`config.mk`:
```
export PLATFORM = sky130hd
export DESIGN_NAME = if_id_decode_flat
export DESIGN_NICKNAME = d
export VERILOG_FILES = /design/src/rtl/cpu_pkg.sv /design/src/rtl/if_id_decode_if.sv /design/src/rtl/id_decoder.sv /design/src/rtl/if_id_decode.sv /design/src/flat_wrapper.sv
export SDC_FILE = /design/constraint.sdc
export NUM_CORES = 1
export LEC_CHECK = 0
export ABC_CLOCK_PERIOD_IN_PS = 1600
export BUFFER_PORTS_ARGS = -buffer_cell sky130_fd_sc_hd__buf_4
export CORE_UTILIZATION = 46
export CTS_CLUSTER_DIAMETER = 50
export DETAILED_ROUTE_END_ITERATION = 8
export GPL_TIMING_DRIVEN = 1
export PLACE_DENSITY = 0.82
export SYNTH_ARGS = -nofsm -noshare
export SYNTH_HDL_FRONTEND = slang
export SYNTH_HIERARCHICAL = 1
export SYNTH_SLANG_ARGS = --single-unit
```
`constraint.sdc`:
```
create_clock -name clk -period 1.6 [get_ports clk]
set_input_delay 0.32 -clock clk [delete_from_list [all_inputs] [get_ports clk]]
set_output_delay 0.32 -clock clk [all_outputs]
set_load 0.01 [all_outputs]
```
`src/rtl/cpu_pkg.sv`:
```
// rtl/cpu_pkg.sv - shared opcode/funct constants, extender encoding and control bundle
package cpu_pkg;

  localparam logic [5:0] OP_RTYPE = 6'h00;
  localparam logic [5:0] OP_J     = 6'h02;
  localparam logic [5:0] OP_JAL   = 6'h03;
  localparam logic [5:0] OP_BEQ   = 6'h04;
  localparam logic [5:0] OP_BNE   = 6'h05;
  localparam logic [5:0] OP_ADDI  = 6'h08;
  localparam logic [5:0] OP_ADDIU = 6'h09;
  localparam logic [5:0] OP_SLTI  = 6'h0A;
  localparam logic [5:0] OP_SLTIU = 6'h0B;
  localparam logic [5:0] OP_ANDI  = 6'h0C;
  localparam logic [5:0] OP_ORI   = 6'h0D;
  localparam logic [5:0] OP_XORI  = 6'h0E;
  localparam logic [5:0] OP_LUI   = 6'h0F;
  localparam logic [5:0] OP_LW    = 6'h23;
  localparam logic [5:0] OP_SW    = 6'h2B;

  localparam logic [5:0] FN_SLL  = 6'h00;
  localparam logic [5:0] FN_SRL  = 6'h02;
  localparam logic [5:0] FN_SRA  = 6'h03;
  localparam logic [5:0] FN_SLLV = 6'h04;
  localparam logic [5:0] FN_SRLV = 6'h06;
  localparam logic [5:0] FN_SRAV = 6'h07;
  localparam logic [5:0] FN_JR   = 6'h08;
  localparam logic [5:0] FN_SLT  = 6'h2A;
  localparam logic [5:0] FN_SLTU = 6'h2B;

  // Extender encoding: the immediate extender decodes exactly these values.
  typedef enum logic [1:0] {
    EXT_ZERO  = 2'b00,
    EXT_SIGN  = 2'b01,
    EXT_LUI   = 2'b10,
    EXT_SHAMT = 2'b11
  } ext_op_e;

  typedef struct packed {
    logic reg_write;
    logic mem_read;
    logic mem_write;
    logic alu_src;
    logic reg_dst;
  } ctrl_t;

  function automatic logic funct_legal(input logic [5:0] funct);
    case (funct)
      FN_SLL, FN_SRL, FN_SRA, FN_SLLV, FN_SRLV, FN_SRAV, FN_JR,
      6'h20, 6'h21, 6'h22, 6'h23, 6'h24, 6'h25, 6'h26, 6'h27,
      FN_SLT, FN_SLTU: funct_legal = 1'b1;
      default:         funct_legal = 1'b0;
    endcase
  endfunction

endpackage

```
`src/rtl/if_id_decode_if.sv`:
```
// rtl/if_id_decode_if.sv - fetch-side handshake and decoded ID-side bundle
interface if_id_decode_if;

  logic        if_valid;
  logic        if_ready;
  logic [31:0] if_instr;
  logic [31:0] if_pc;
  logic        flush;
  logic        ex_ready;
  logic        id_valid;
  logic [31:0] id_pc;
  logic [31:0] id_instr;
  logic [4:0]  rs;
  logic [4:0]  rt;
  logic [4:0]  rd;
  logic [15:0] imm16;
  logic [1:0]  ext_op;
  logic        reg_write;
  logic        mem_read;
  logic        mem_write;
  logic        alu_src;
  logic        reg_dst;
  logic        illegal;

  modport master (
    output if_valid, if_instr, if_pc, flush, ex_ready,
    input  if_ready, id_valid, id_pc, id_instr, rs, rt, rd, imm16, ext_op,
           reg_write, mem_read, mem_write, alu_src, reg_dst, illegal
  );

  modport slave (
    input  if_valid, if_instr, if_pc, flush, ex_ready,
    output if_ready, id_valid, id_pc, id_instr, rs, rt, rd, imm16, ext_op,
           reg_write, mem_read, mem_write, alu_src, reg_dst, illegal
  );

endinterface

```
`src/rtl/id_decoder.sv`:
```
// rtl/id_decoder.sv - combinational main decoder: opcode/funct to extender mode, control, illegal
module id_decoder
  import cpu_pkg::*;
(
  input  logic [5:0] op_i,
  input  logic [5:0] funct_i,
  output ext_op_e    ext_op_o,
  output ctrl_t      ctrl_o,
  output logic       illegal_o
);

  ext_op_e ext_d;
  ctrl_t   ctrl_d;
  logic    illegal_d;

  always_comb begin
    ext_d     = EXT_ZERO;
    ctrl_d    = '0;
    illegal_d = 1'b0;
    case (op_i)
      OP_RTYPE: begin
        ctrl_d.reg_write = 1'b1;
        ctrl_d.reg_dst   = 1'b1;
        if (funct_i == FN_SLL || funct_i == FN_SRL || funct_i == FN_SRA) ext_d = EXT_SHAMT;
        illegal_d = !funct_legal(funct_i);
      end
      OP_ANDI, OP_ORI, OP_XORI: begin
        ctrl_d.reg_write = 1'b1;
        ctrl_d.alu_src   = 1'b1;
      end
      OP_ADDI, OP_ADDIU, OP_SLTI, OP_SLTIU: begin
        ext_d            = EXT_SIGN;
        ctrl_d.reg_write = 1'b1;
        ctrl_d.alu_src   = 1'b1;
      end
      OP_LW: begin
        ext_d            = EXT_SIGN;
        ctrl_d.reg_write = 1'b1;
        ctrl_d.mem_read  = 1'b1;
        ctrl_d.alu_src   = 1'b1;
      end
      OP_SW: begin
        ext_d            = EXT_SIGN;
        ctrl_d.mem_write = 1'b1;
        ctrl_d.alu_src   = 1'b1;
      end
      OP_BEQ, OP_BNE: ext_d = EXT_SIGN;
      OP_LUI: begin
        ext_d            = EXT_LUI;
        ctrl_d.reg_write = 1'b1;
        ctrl_d.alu_src   = 1'b1;
      end
      OP_J:    ;
      OP_JAL:  ctrl_d.reg_write = 1'b1;
      default: illegal_d = 1'b1;
    endcase
    // An unrecognised instruction must not cause any architectural effect.
    if (illegal_d) begin
      ext_d  = EXT_ZERO;
      ctrl_d = '0;
    end
  end

  assign ext_op_o  = ext_d;
  assign ctrl_o    = ctrl_d;
  assign illegal_o = illegal_d;

endmodule

```
`src/rtl/if_id_decode.sv`:
```
// rtl/if_id_decode.sv - IF/ID pipeline register holding the instruction and its registered decode
module if_id_decode
  import cpu_pkg::*;
(
  input  logic         clk,
  input  logic         rst_n,
  if_id_decode_if.slave bus
);

  logic        valid_q, valid_d;
  logic [31:0] pc_q, instr_q;
  ext_op_e     ext_q, ext_d;
  ctrl_t       ctrl_q, ctrl_d;
  logic        illegal_q, illegal_d;
  logic        load;

  id_decoder u_dec (
    .op_i      (bus.if_instr[31:26]),
    .funct_i   (bus.if_instr[5:0]),
    .ext_op_o  (ext_d),
    .ctrl_o    (ctrl_d),
    .illegal_o (illegal_d)
  );

  assign load    = !valid_q || bus.ex_ready;
  assign valid_d = bus.flush ? 1'b0 : (load ? bus.if_valid : valid_q);

  always_ff @(posedge clk or negedge rst_n) begin
    if (!rst_n) begin
      valid_q   <= 1'b0;
      pc_q      <= '0;
      instr_q   <= '0;
      ext_q     <= EXT_ZERO;
      ctrl_q    <= '0;
      illegal_q <= 1'b0;
    end else begin
      valid_q <= valid_d;
      // A flushed beat is dropped entirely; the held payload stays put.
      if (load && !bus.flush) begin
        pc_q      <= bus.if_pc;
        instr_q   <= bus.if_instr;
        ext_q     <= ext_d;
        ctrl_q    <= ctrl_d;
        illegal_q <= illegal_d;
      end
    end
  end

  assign bus.if_ready  = load;
  assign bus.id_valid  = valid_q;
  assign bus.id_pc     = pc_q;
  assign bus.id_instr  = instr_q;
  assign bus.rs        = instr_q[25:21];
  assign bus.rt        = instr_q[20:16];
  assign bus.rd        = instr_q[15:11];
  assign bus.imm16     = instr_q[15:0];
  assign bus.ext_op    = ext_q;
  // Bubbles must not write registers or memory.
  assign bus.reg_write = ctrl_q.reg_write & valid_q;
  assign bus.mem_read  = ctrl_q.mem_read  & valid_q;
  assign bus.mem_write = ctrl_q.mem_write & valid_q;
  assign bus.alu_src   = ctrl_q.alu_src;
  assign bus.reg_dst   = ctrl_q.reg_dst;
  assign bus.illegal   = illegal_q;

endmodule

```
`src/flat_wrapper.sv`:
```
// flat-port wrapper written by rule: the top's interface ports become plain ports
module if_id_decode_flat import cpu_pkg::*;
  (clk, rst_n, bus_if_valid, bus_if_instr, bus_if_pc, bus_flush, bus_ex_ready, bus_if_ready, bus_id_valid, bus_id_pc, bus_id_instr, bus_rs, bus_rt, bus_rd, bus_imm16, bus_ext_op, bus_reg_write, bus_mem_read, bus_mem_write, bus_alu_src, bus_reg_dst, bus_illegal);
  if_id_decode_if bus_i ();
  input  logic clk;
  input  logic rst_n;
  input wire logic [$bits(bus_i.if_valid)-1:0] bus_if_valid;
  input wire logic [$bits(bus_i.if_instr)-1:0] bus_if_instr;
  input wire logic [$bits(bus_i.if_pc)-1:0] bus_if_pc;
  input wire logic [$bits(bus_i.flush)-1:0] bus_flush;
  input wire logic [$bits(bus_i.ex_ready)-1:0] bus_ex_ready;
  output wire logic [$bits(bus_i.if_ready)-1:0] bus_if_ready;
  output wire logic [$bits(bus_i.id_valid)-1:0] bus_id_valid;
  output wire logic [$bits(bus_i.id_pc)-1:0] bus_id_pc;
  output wire logic [$bits(bus_i.id_instr)-1:0] bus_id_instr;
  output wire logic [$bits(bus_i.rs)-1:0] bus_rs;
  output wire logic [$bits(bus_i.rt)-1:0] bus_rt;
  output wire logic [$bits(bus_i.rd)-1:0] bus_rd;
  output wire logic [$bits(bus_i.imm16)-1:0] bus_imm16;
  output wire logic [$bits(bus_i.ext_op)-1:0] bus_ext_op;
  output wire logic [$bits(bus_i.reg_write)-1:0] bus_reg_write;
  output wire logic [$bits(bus_i.mem_read)-1:0] bus_mem_read;
  output wire logic [$bits(bus_i.mem_write)-1:0] bus_mem_write;
  output wire logic [$bits(bus_i.alu_src)-1:0] bus_alu_src;
  output wire logic [$bits(bus_i.reg_dst)-1:0] bus_reg_dst;
  output wire logic [$bits(bus_i.illegal)-1:0] bus_illegal;
  assign bus_i.if_valid = bus_if_valid;
  assign bus_i.if_instr = bus_if_instr;
  assign bus_i.if_pc = bus_if_pc;
  assign bus_i.flush = bus_flush;
  assign bus_i.ex_ready = bus_ex_ready;
  assign bus_if_ready = bus_i.if_ready;
  assign bus_id_valid = bus_i.id_valid;
  assign bus_id_pc = bus_i.id_pc;
  assign bus_id_instr = bus_i.id_instr;
  assign bus_rs = bus_i.rs;
  assign bus_rt = bus_i.rt;
  assign bus_rd = bus_i.rd;
  assign bus_imm16 = bus_i.imm16;
  assign bus_ext_op = bus_i.ext_op;
  assign bus_reg_write = bus_i.reg_write;
  assign bus_mem_read = bus_i.mem_read;
  assign bus_mem_write = bus_i.mem_write;
  assign bus_alu_src = bus_i.alu_src;
  assign bus_reg_dst = bus_i.reg_dst;
  assign bus_illegal = bus_i.illegal;
  if_id_decode u_core (.clk(clk), .rst_n(rst_n), .bus(bus_i));
endmodule
```
==> PnR_summary.wiki, run 1 <==
{| class="wikitable"
! Metric !! Value
|-
| Internal || 3657 µW
|-
| PostCTS Resize Cnt || 0
|-
| RR Endpoint || u_core/bus.id_pc[22]
|-
| Aggregate global routing overflow || 0
|-
| Number of rows in the core area || 31
|-
| Count of flip-flops with a built-in enable after synthesis || 0
|-
| CTS tree || yes
|-
| Type of the most critical hold path || in -> reg
|-
| FF-to-FF Start || u_core/bus.id_valid
|-
| Global-route wire length before repair || 11,930 µm
|-
| CP Cell Sequence || nor2b_4, inv_1, buf_4
|-
| Via density per instance || 4.840
|-
| Clock buffer depth || 2
|-
| DIE HEIGHT || 90.65 µm
|-
| Number of slew-limit violations in the final report || 0
|-
| Effective utilization at floorplan || 48.79%
|-
| Initial detailed-routing violation count || 62
|-
| Cells after Synth || 229
|-
| Syn avg cell area || 15.78 µm²
|-
| Largest cells by area after synthesis || dfrtp_1 51%, mux2_4 29%, buf_4 6.6%, buf_12 3.9%, nor4_1 0.69%
|-
| Number of setup violations in the final report || 0
|-
| Proportion of power drawn by combinational gates || 27.2%
|-
| Commonest cells in the synthesized netlist || 73 x dfrtp_1, 70 x mux2_4, 32 x buf_4
|-
| Routability congestion estimate from global placement || 0.8010
|-
| Cell type contributing the most total cell area after synthesis || dfrtp_1
|-
| Category of the most critical setup path || reg -> out
|-
| Via count || 2,328
|-
| Clock Latency Late Sink || 320 ps
|-
| Most common flop cell mapped by yosys || dfrtp_1
|-
| Power per unit of standard cell area || 1010 mW/mm²
|-
| Share of the synthesized area in the top cell type || 50.54%
|-
| R2R setup slack || 160 ps
|-
| Destination of the worst hold path || u_core/bus.id_valid
|-
| Worst hold path cell count || 2
|-
| Simple-gate share of the synthesized area || 5.469%
|-
| Routed wire length per instance || 15.55 µm
|-
| Hold violation count in the final report || 0
|-
| Hold Startpoint || bus_flush
|-
| Result of the run || complete, no violations
|-
| Number of cells traversed by the worst register-to-register path || 4
|-
| Final critical path time including I/O delays and setup || 1465 ps
|-
| Area post-placement || 0.004702 mm²
|-
| Clock buffer count from CTS || 9
|-
| Unrepaired setup endpoints after global routing || no
|-
| Synthesized-area fraction occupied by xor and xnor cells || 0%
|-
| Filler Cells Inserted || 550
|-
| Slowest CP cell || dfrtp_1
|-
| First-pass iteration count of the detailed router || 4
|-
| Final HPWL from detailed placement || 5426 µm
|-
| Relative max-transition margin || 76.46%
|-
| Die ar. || 0.008217 mm²
|-
| Area share of fa/ha/maj cells after synthesis || 0%
|-
| Switching share of total power || 26.13%
|-
| Most numerous cell in the Yosys netlist || dfrtp_1
|-
| Pleak || 0.002505 µW
|-
| Clock-pin transition on the worst setup and hold timing paths || 70 ps
|-
| Number of antenna violations at the first check in global routing || 0
|-
| Area of all placed cells without fillers || 0.004901 mm²
|-
| Sequential fraction of the synthesis area || 50.54%
|-
| Critical Path Start Type || register
|-
| Area of the placeable core || 0.007408 mm²
|-
| Post-Route WL || 7480 µm
|-
| Number of buffers added to fix hold violations after cts || 1
|-
| Highest net fanout along the worst path || 5
|-
| Cell area after synthesis || 0.003615 mm²
|-
| Worst Setup End Kind || primary output
|-
| CTS root buf || clkbuf_8
|-
| Post-CTS repair timing setup buffer count || 0
|-
| Number of warnings printed during yosys synthesis || 6
|-
| FMAX || 682.7 MHz
|-
| Power share of the clock group || 28.0%
|-
| Number of port buffers || 173
|-
| Critical Path Max Stage Delay || 390 ps
|-
| Antenna Nets Post-Route || 0
|-
| Dominant combinational cell family by area after synthesis || multiplexers
|-
| Share of final-layout standard cells stronger than drive strength 1 || 71.20%
|-
| Synthesized-area fraction occupied by ao, oa, aoi and oai cells || 2.458%
|-
| Share of flip-flops with an asynchronous set or reset after synthesis || 100.0%
|-
| Final clock period utilization by the worst path || 91.55%
|-
| Net count after synthesis || 298
|-
| Maximum number of pins on one net before global-route repair || 40
|-
| Sequential Power Share || 44.8%
|-
| Final setup TNS || 0 ps
|-
| Max-capacitance violation count || 0
|-
| Sw Pwr || 1293 µW
|-
| Number of H-tree levels || 3
|-
| All-layer global routing usage || 18.42%
|-
| Worst path required time || 1280 ps
|-
| Clk sinks || 73
|-
| Number of global-route vias before repair || 2,329
|-
| Post-layout net count || 446
|-
| Post-route clock skew || 4.997 ps
|-
| Post-synthesis sequential element count || 73
|-
| Data arrival, critical path || 1140 ps
|-
| Number of DRC violations after detailed routing || 0
|-
| Largest voltage drop on the vdd net || 514.5 µV
|-
| Number of primary I/O pins || 174
|-
| Multiplexer share of the synthesized area || 29.98%
|-
| Transition time of the tightest slew-check pin || 349.9 ps
|-
| Die outline width || 90.65 µm
|-
| Number of antenna diodes || 0
|-
| Area growth, synth to finish || 35.58%
|-
| Number of distinct library cells after synthesis || 35
|-
| Final hold slack || 202.3 ps
|}
[layer usage]
| layer | up-vias | share of wire (%) | GRT usage (%) |
|---|---|---|---|
| met3 | 11 | 6.9 | 4.798 |
| li1 | 1066 | - | - |
| met1 | 1140 | 41 | 23.04 |
| met4 | 0 | 1.1 | 6.048 |
| met5 | - | 0 | 0 |
| met2 | 111 | 51 | 30.93 |
[how the worst max path moves through the flow]
stage | from | cells after the start | to | slack [ps]
6_report | u_core/bus.id_valid | 3 | bus_if_ready | 140
5_1_grt | u_core/bus.id_valid | 3 | bus_if_ready | 60
4_1_cts | u_core/bus.id_valid | 3 | bus_if_ready | 100
3_5_place_dp | bus_if_instr[27] | 5 | u_core/ctrl_q[4] | 60
3_3_place_gp | bus_if_instr[27] | 5 | u_core/ctrl_q[4] | 100
2_1_floorplan | bus_if_instr[27] | 5 | u_core/ctrl_q[4] | 160
[cells in the final DEF (no fill, tap or decap), types with 2 or more instances in the layout]
cell type / n
nor4_1: 4
nor2_1: 3
a21oi_1: 2
clkbuf_1: 3
nand2_1: 2
mux2_2: 2
mux2_4: 70
and2_2: 3
o211ai_1: 2
buf_12: 3
inv_1: 4
nand3_1: 2
dfrtp_1: 73
clkinv_2: 2
clkbuf_8: 10
buf_4: 174
[flip-flops by register name, summed over array words and instances, names as in the netlist]
register and count:
u_core/bus.id_instr 32, u_core/bus.id_pc 32, u_core/ctrl_q 3, u_core/bus.ext_op 2, u_core/bus.alu_src 1, u_core/bus.id_valid 1, u_core/bus.illegal 1, u_core/bus.reg_dst 1
[area by class of cell]
type                            instances  area [µm²]  area share, %
Sequential cell                        73        1827          37.27
Timing Repair Buffer                  178        1376          28.08
Multi-Input combinational cell        111        1370          27.95
Clock buffer                           13       148.9          3.038
Tap cell                               99       123.9          2.527
Clock inverter                          3       40.04         0.8170
Inverter                                4       15.01         0.3064
[critical path, delay by kind of cell (launching register included)]
family	cells	cell delay [ps]
simple gates	1	240
buf+inv	2	200
flops	1	390
[cell families (layout without fill, tap and decap cells)]
family | after synthesis | in the layout
compound gates | 12 | 12
flops | 73 | 73
buf+inv | 45 | 198
simple gates | 26 | 26
mux | 73 | 73
[power groups by stage]
stage	registers [µW]	logic, µW	clock network (µW)
6_report	2220	1350	1380
5_1_grt	2250	1420	1520
4_1_cts	2220	1360	1430
3_5_place_dp	2250	1360	0
3_3_place_gp	2240	1330	0
2_1_floorplan	2330	694	0
[per-stage QoR]
stage               utilization (%)  setup slack [ps]  instances  total power (µW)
global placement              63.47             97.77        464              3569
CTS                           66.15             99.08        481              5017
finish                        66.15             135.3        481              4950
detailed placement            63.47             56.50        464              3606
global route                  66.15             55.12        481              5192
floorplan                         -             163.6        229              3021
Power figures use the tool's default switching activity.
==> run 2, diff against run 1 <==
PLACE_DENSITY = 0.8   (was 0.82)
SETUP_SLACK_MARGIN = 0.05   (was default)
SKIP_CTS_REPAIR_TIMING = 1   (was default)
==> run 2 against run 1 <==
Against the previous run:
- power about the same
- hold slack improved by 4.5 ps
- final cell count increased by 0.21%
- clock power about the same
- clock skew increased by 5.3 ps
- final area increased by 0.36%
- combinational power about the same
- sequential cell count unchanged
- largest power group unchanged
- non-clock buffer count increased by 3
- wire length increased by 0.35%
- critical path depth unchanged
- register-to-register slack about the same
==> PnR_summary.wiki, run 2 (synthesis gave the netlist of run 1 again) <==
{| class="wikitable"
! Metric !! Value
|-
| Routed wire length per instance || 15.57 µm
|-
| Post-layout net count || 449
|-
| Clock-pin transition on the worst setup and hold timing paths || 70 ps
|-
| Worst Setup End Kind || primary output
|-
| Unrepaired setup endpoints after global routing || no
|-
| Final setup TNS || 0 ps
|-
| Clock Latency Late Sink || 320 ps
|-
| Routability congestion estimate from global placement || 0.7099
|-
| Origin of the worst setup path || u_core/bus.id_valid
|-
| Number of slew-limit violations in the final report || 0
|-
| Number of antenna violations at the first check in global routing || 0
|-
| Initial detailed-routing violation count || 73
|-
| Kind of cell adding the most delay to the critical path || flip-flops
|-
| Number of antenna diodes || 0
|-
| CTS root buf || clkbuf_8
|-
| Largest voltage drop on the vdd net || 536.0 µV
|-
| Number of port buffers || 173
|-
| Via density per instance || 4.822
|-
| Detail Route met3 WL || 556 µm
|-
| Result of the run || complete, no violations
|-
| Share of final-layout standard cells stronger than drive strength 1 || 71.80%
|-
| Area post-placement || 0.004717 mm²
|-
| Final critical path time including I/O delays and setup || 1471 ps
|-
| Area of all placed cells without fillers || 0.004918 mm²
|-
| Clock buffer depth || 2
|-
| Die outline width || 90.65 µm
|-
| Critical Path Max Stage Delay || 390 ps
|-
| Number of cells traversed by the worst register-to-register path || 4
|-
| Pleak || 0.002513 µW
|-
| Number of rows in the core area || 31
|-
| Hold Startpoint || bus_flush
|-
| Placement-stage worst setup slack || 71.68 ps
|-
| Critical Path Start Type || register
|-
| Aggregate global routing overflow || 0
|-
| M1 WL || 3092 µm
|-
| Met2 Routed Length || 3787 µm
|-
| DIE HEIGHT || 90.65 µm
|-
| CP Cell Sequence || buf_4, and2_2, buf_4
|-
| Leading cell type in the layout, fill and taps excluded || buf_4
|-
| Number of DRC violations after detailed routing || 0
|-
| Final hold slack || 206.7 ps
|-
| Relative max-transition margin || 68.68%
|-
| Worst path required time || 1280 ps
|-
| Most common cell on crit path || buf_4
|-
| Area growth, synth to finish || 36.07%
|-
| Category of the most critical setup path || reg -> out
|-
| FMAX || 679.9 MHz
|-
| Type of the most critical hold path || in -> reg
|-
| Maximum number of pins on one net before global-route repair || 35
|-
| Uppermost layer routed || met4
|-
| Number of H-tree levels || 3
|-
| Commonest cells after routing, fill and taps aside || 177 x buf_4, 73 x dfrtp_1, 70 x mux2_4
|-
| Clk sinks || 73
|-
| Highest net fanout along the worst path || 4
|-
| Hold violation count in the final report || 0
|-
| Number of global-route vias before repair || 2,370
|-
| Clock buffer count from CTS || 9
|-
| Data arrival, critical path || 1150 ps
|-
| Number of setup violations in the final report || 0
|-
| RR Endpoint || u_core/bus.id_pc[22]
|-
| Power per unit of standard cell area || 1006 mW/mm²
|-
| Slowest CP cell || dfrtp_1
|-
| Via count || 2,324
|-
| Effective utilization at floorplan || 48.79%
|-
| Transition time of the tightest slew-check pin || 469.8 ps
|-
| All-layer global routing usage || 18.39%
|-
| Number of primary I/O pins || 174
|-
| FF-to-FF Start || u_core/bus.id_valid
|-
| Number of buffers and inverters on the critical path || 2
|-
| Final HPWL from detailed placement || 5574 µm
|-
| Final worst slack || 129.3 ps
|-
| Destination of the worst hold path || u_core/bus.id_valid
|-
| Area of the placeable core || 0.007408 mm²
|-
| Total chip power || 4946 µW
|-
| Post-route clock skew || 10.28 ps
|-
| Antenna Nets Post-Route || 0
|-
| Worst hold path cell count || 2
|-
| Final clock period utilization by the worst path || 91.92%
|-
| Post-Route WL || 7506 µm
|-
| Global-route wire length before repair || 11,890 µm
|-
| Filler Cells Inserted || 536
|-
| Die ar. || 0.008217 mm²
|-
| Max-capacitance violation count || 0
|-
| R2R setup slack || 170 ps
|-
| CTS tree || yes
|-
| First-pass iteration count of the detailed router || 4
|}
==> run 2: how the worst max path moves through the flow <==
| stage | to | cells after the start |
|---|---|---|
| 2_1_floorplan | u_core/ctrl_q[4] | 5 |
| 3_3_place_gp | u_core/ctrl_q[4] | 5 |
| 3_5_place_dp | u_core/ctrl_q[4] | 5 |
| 4_1_cts | bus_if_ready | 3 |
| 5_1_grt | bus_mem_write | 3 |
| 6_report | bus_reg_write | 3 |
==> run 2: area by class of cell <==
type / instances / area (µm²) / area share [%]
timing repair buffer: 181 / 1399 / 28.44
multi-input combinational: 111 / 1370 / 27.86
inverter: 4 / 15.01 / 0.3053
clock inverter: 3 / 42.54 / 0.8649
clock buffer: 11 / 141.4 / 2.875
tap: 99 / 123.9 / 2.518
sequential: 73 / 1827 / 37.14
==> run 2: metal layers <==
| layer | GRT usage [%] | vias to the layer above |
|---|---|---|
| met5 | 0 | - |
| met4 | 6.317 | 0 |
| met3 | 4.966 | 8 |
| met2 | 29.99 | 108 |
| met1 | 23.57 | 1136 |
| li1 | - | 1072 |
==> run 2: metrics by stage <==
step / cells / utilization (%)
5_1_grt: 482 / 66.39
6_report: 482 / 66.39
2_1_floorplan: 229 / -
3_5_place_dp: 466 / 63.67
3_3_place_gp: 466 / 63.67
4_1_cts: 480 / 66.15
==> run 2: power by group <==
part | internal (µW) | switching [µW]
sequential | 2060 | 155
combinational | 840 | 517
clock | 745 | 628
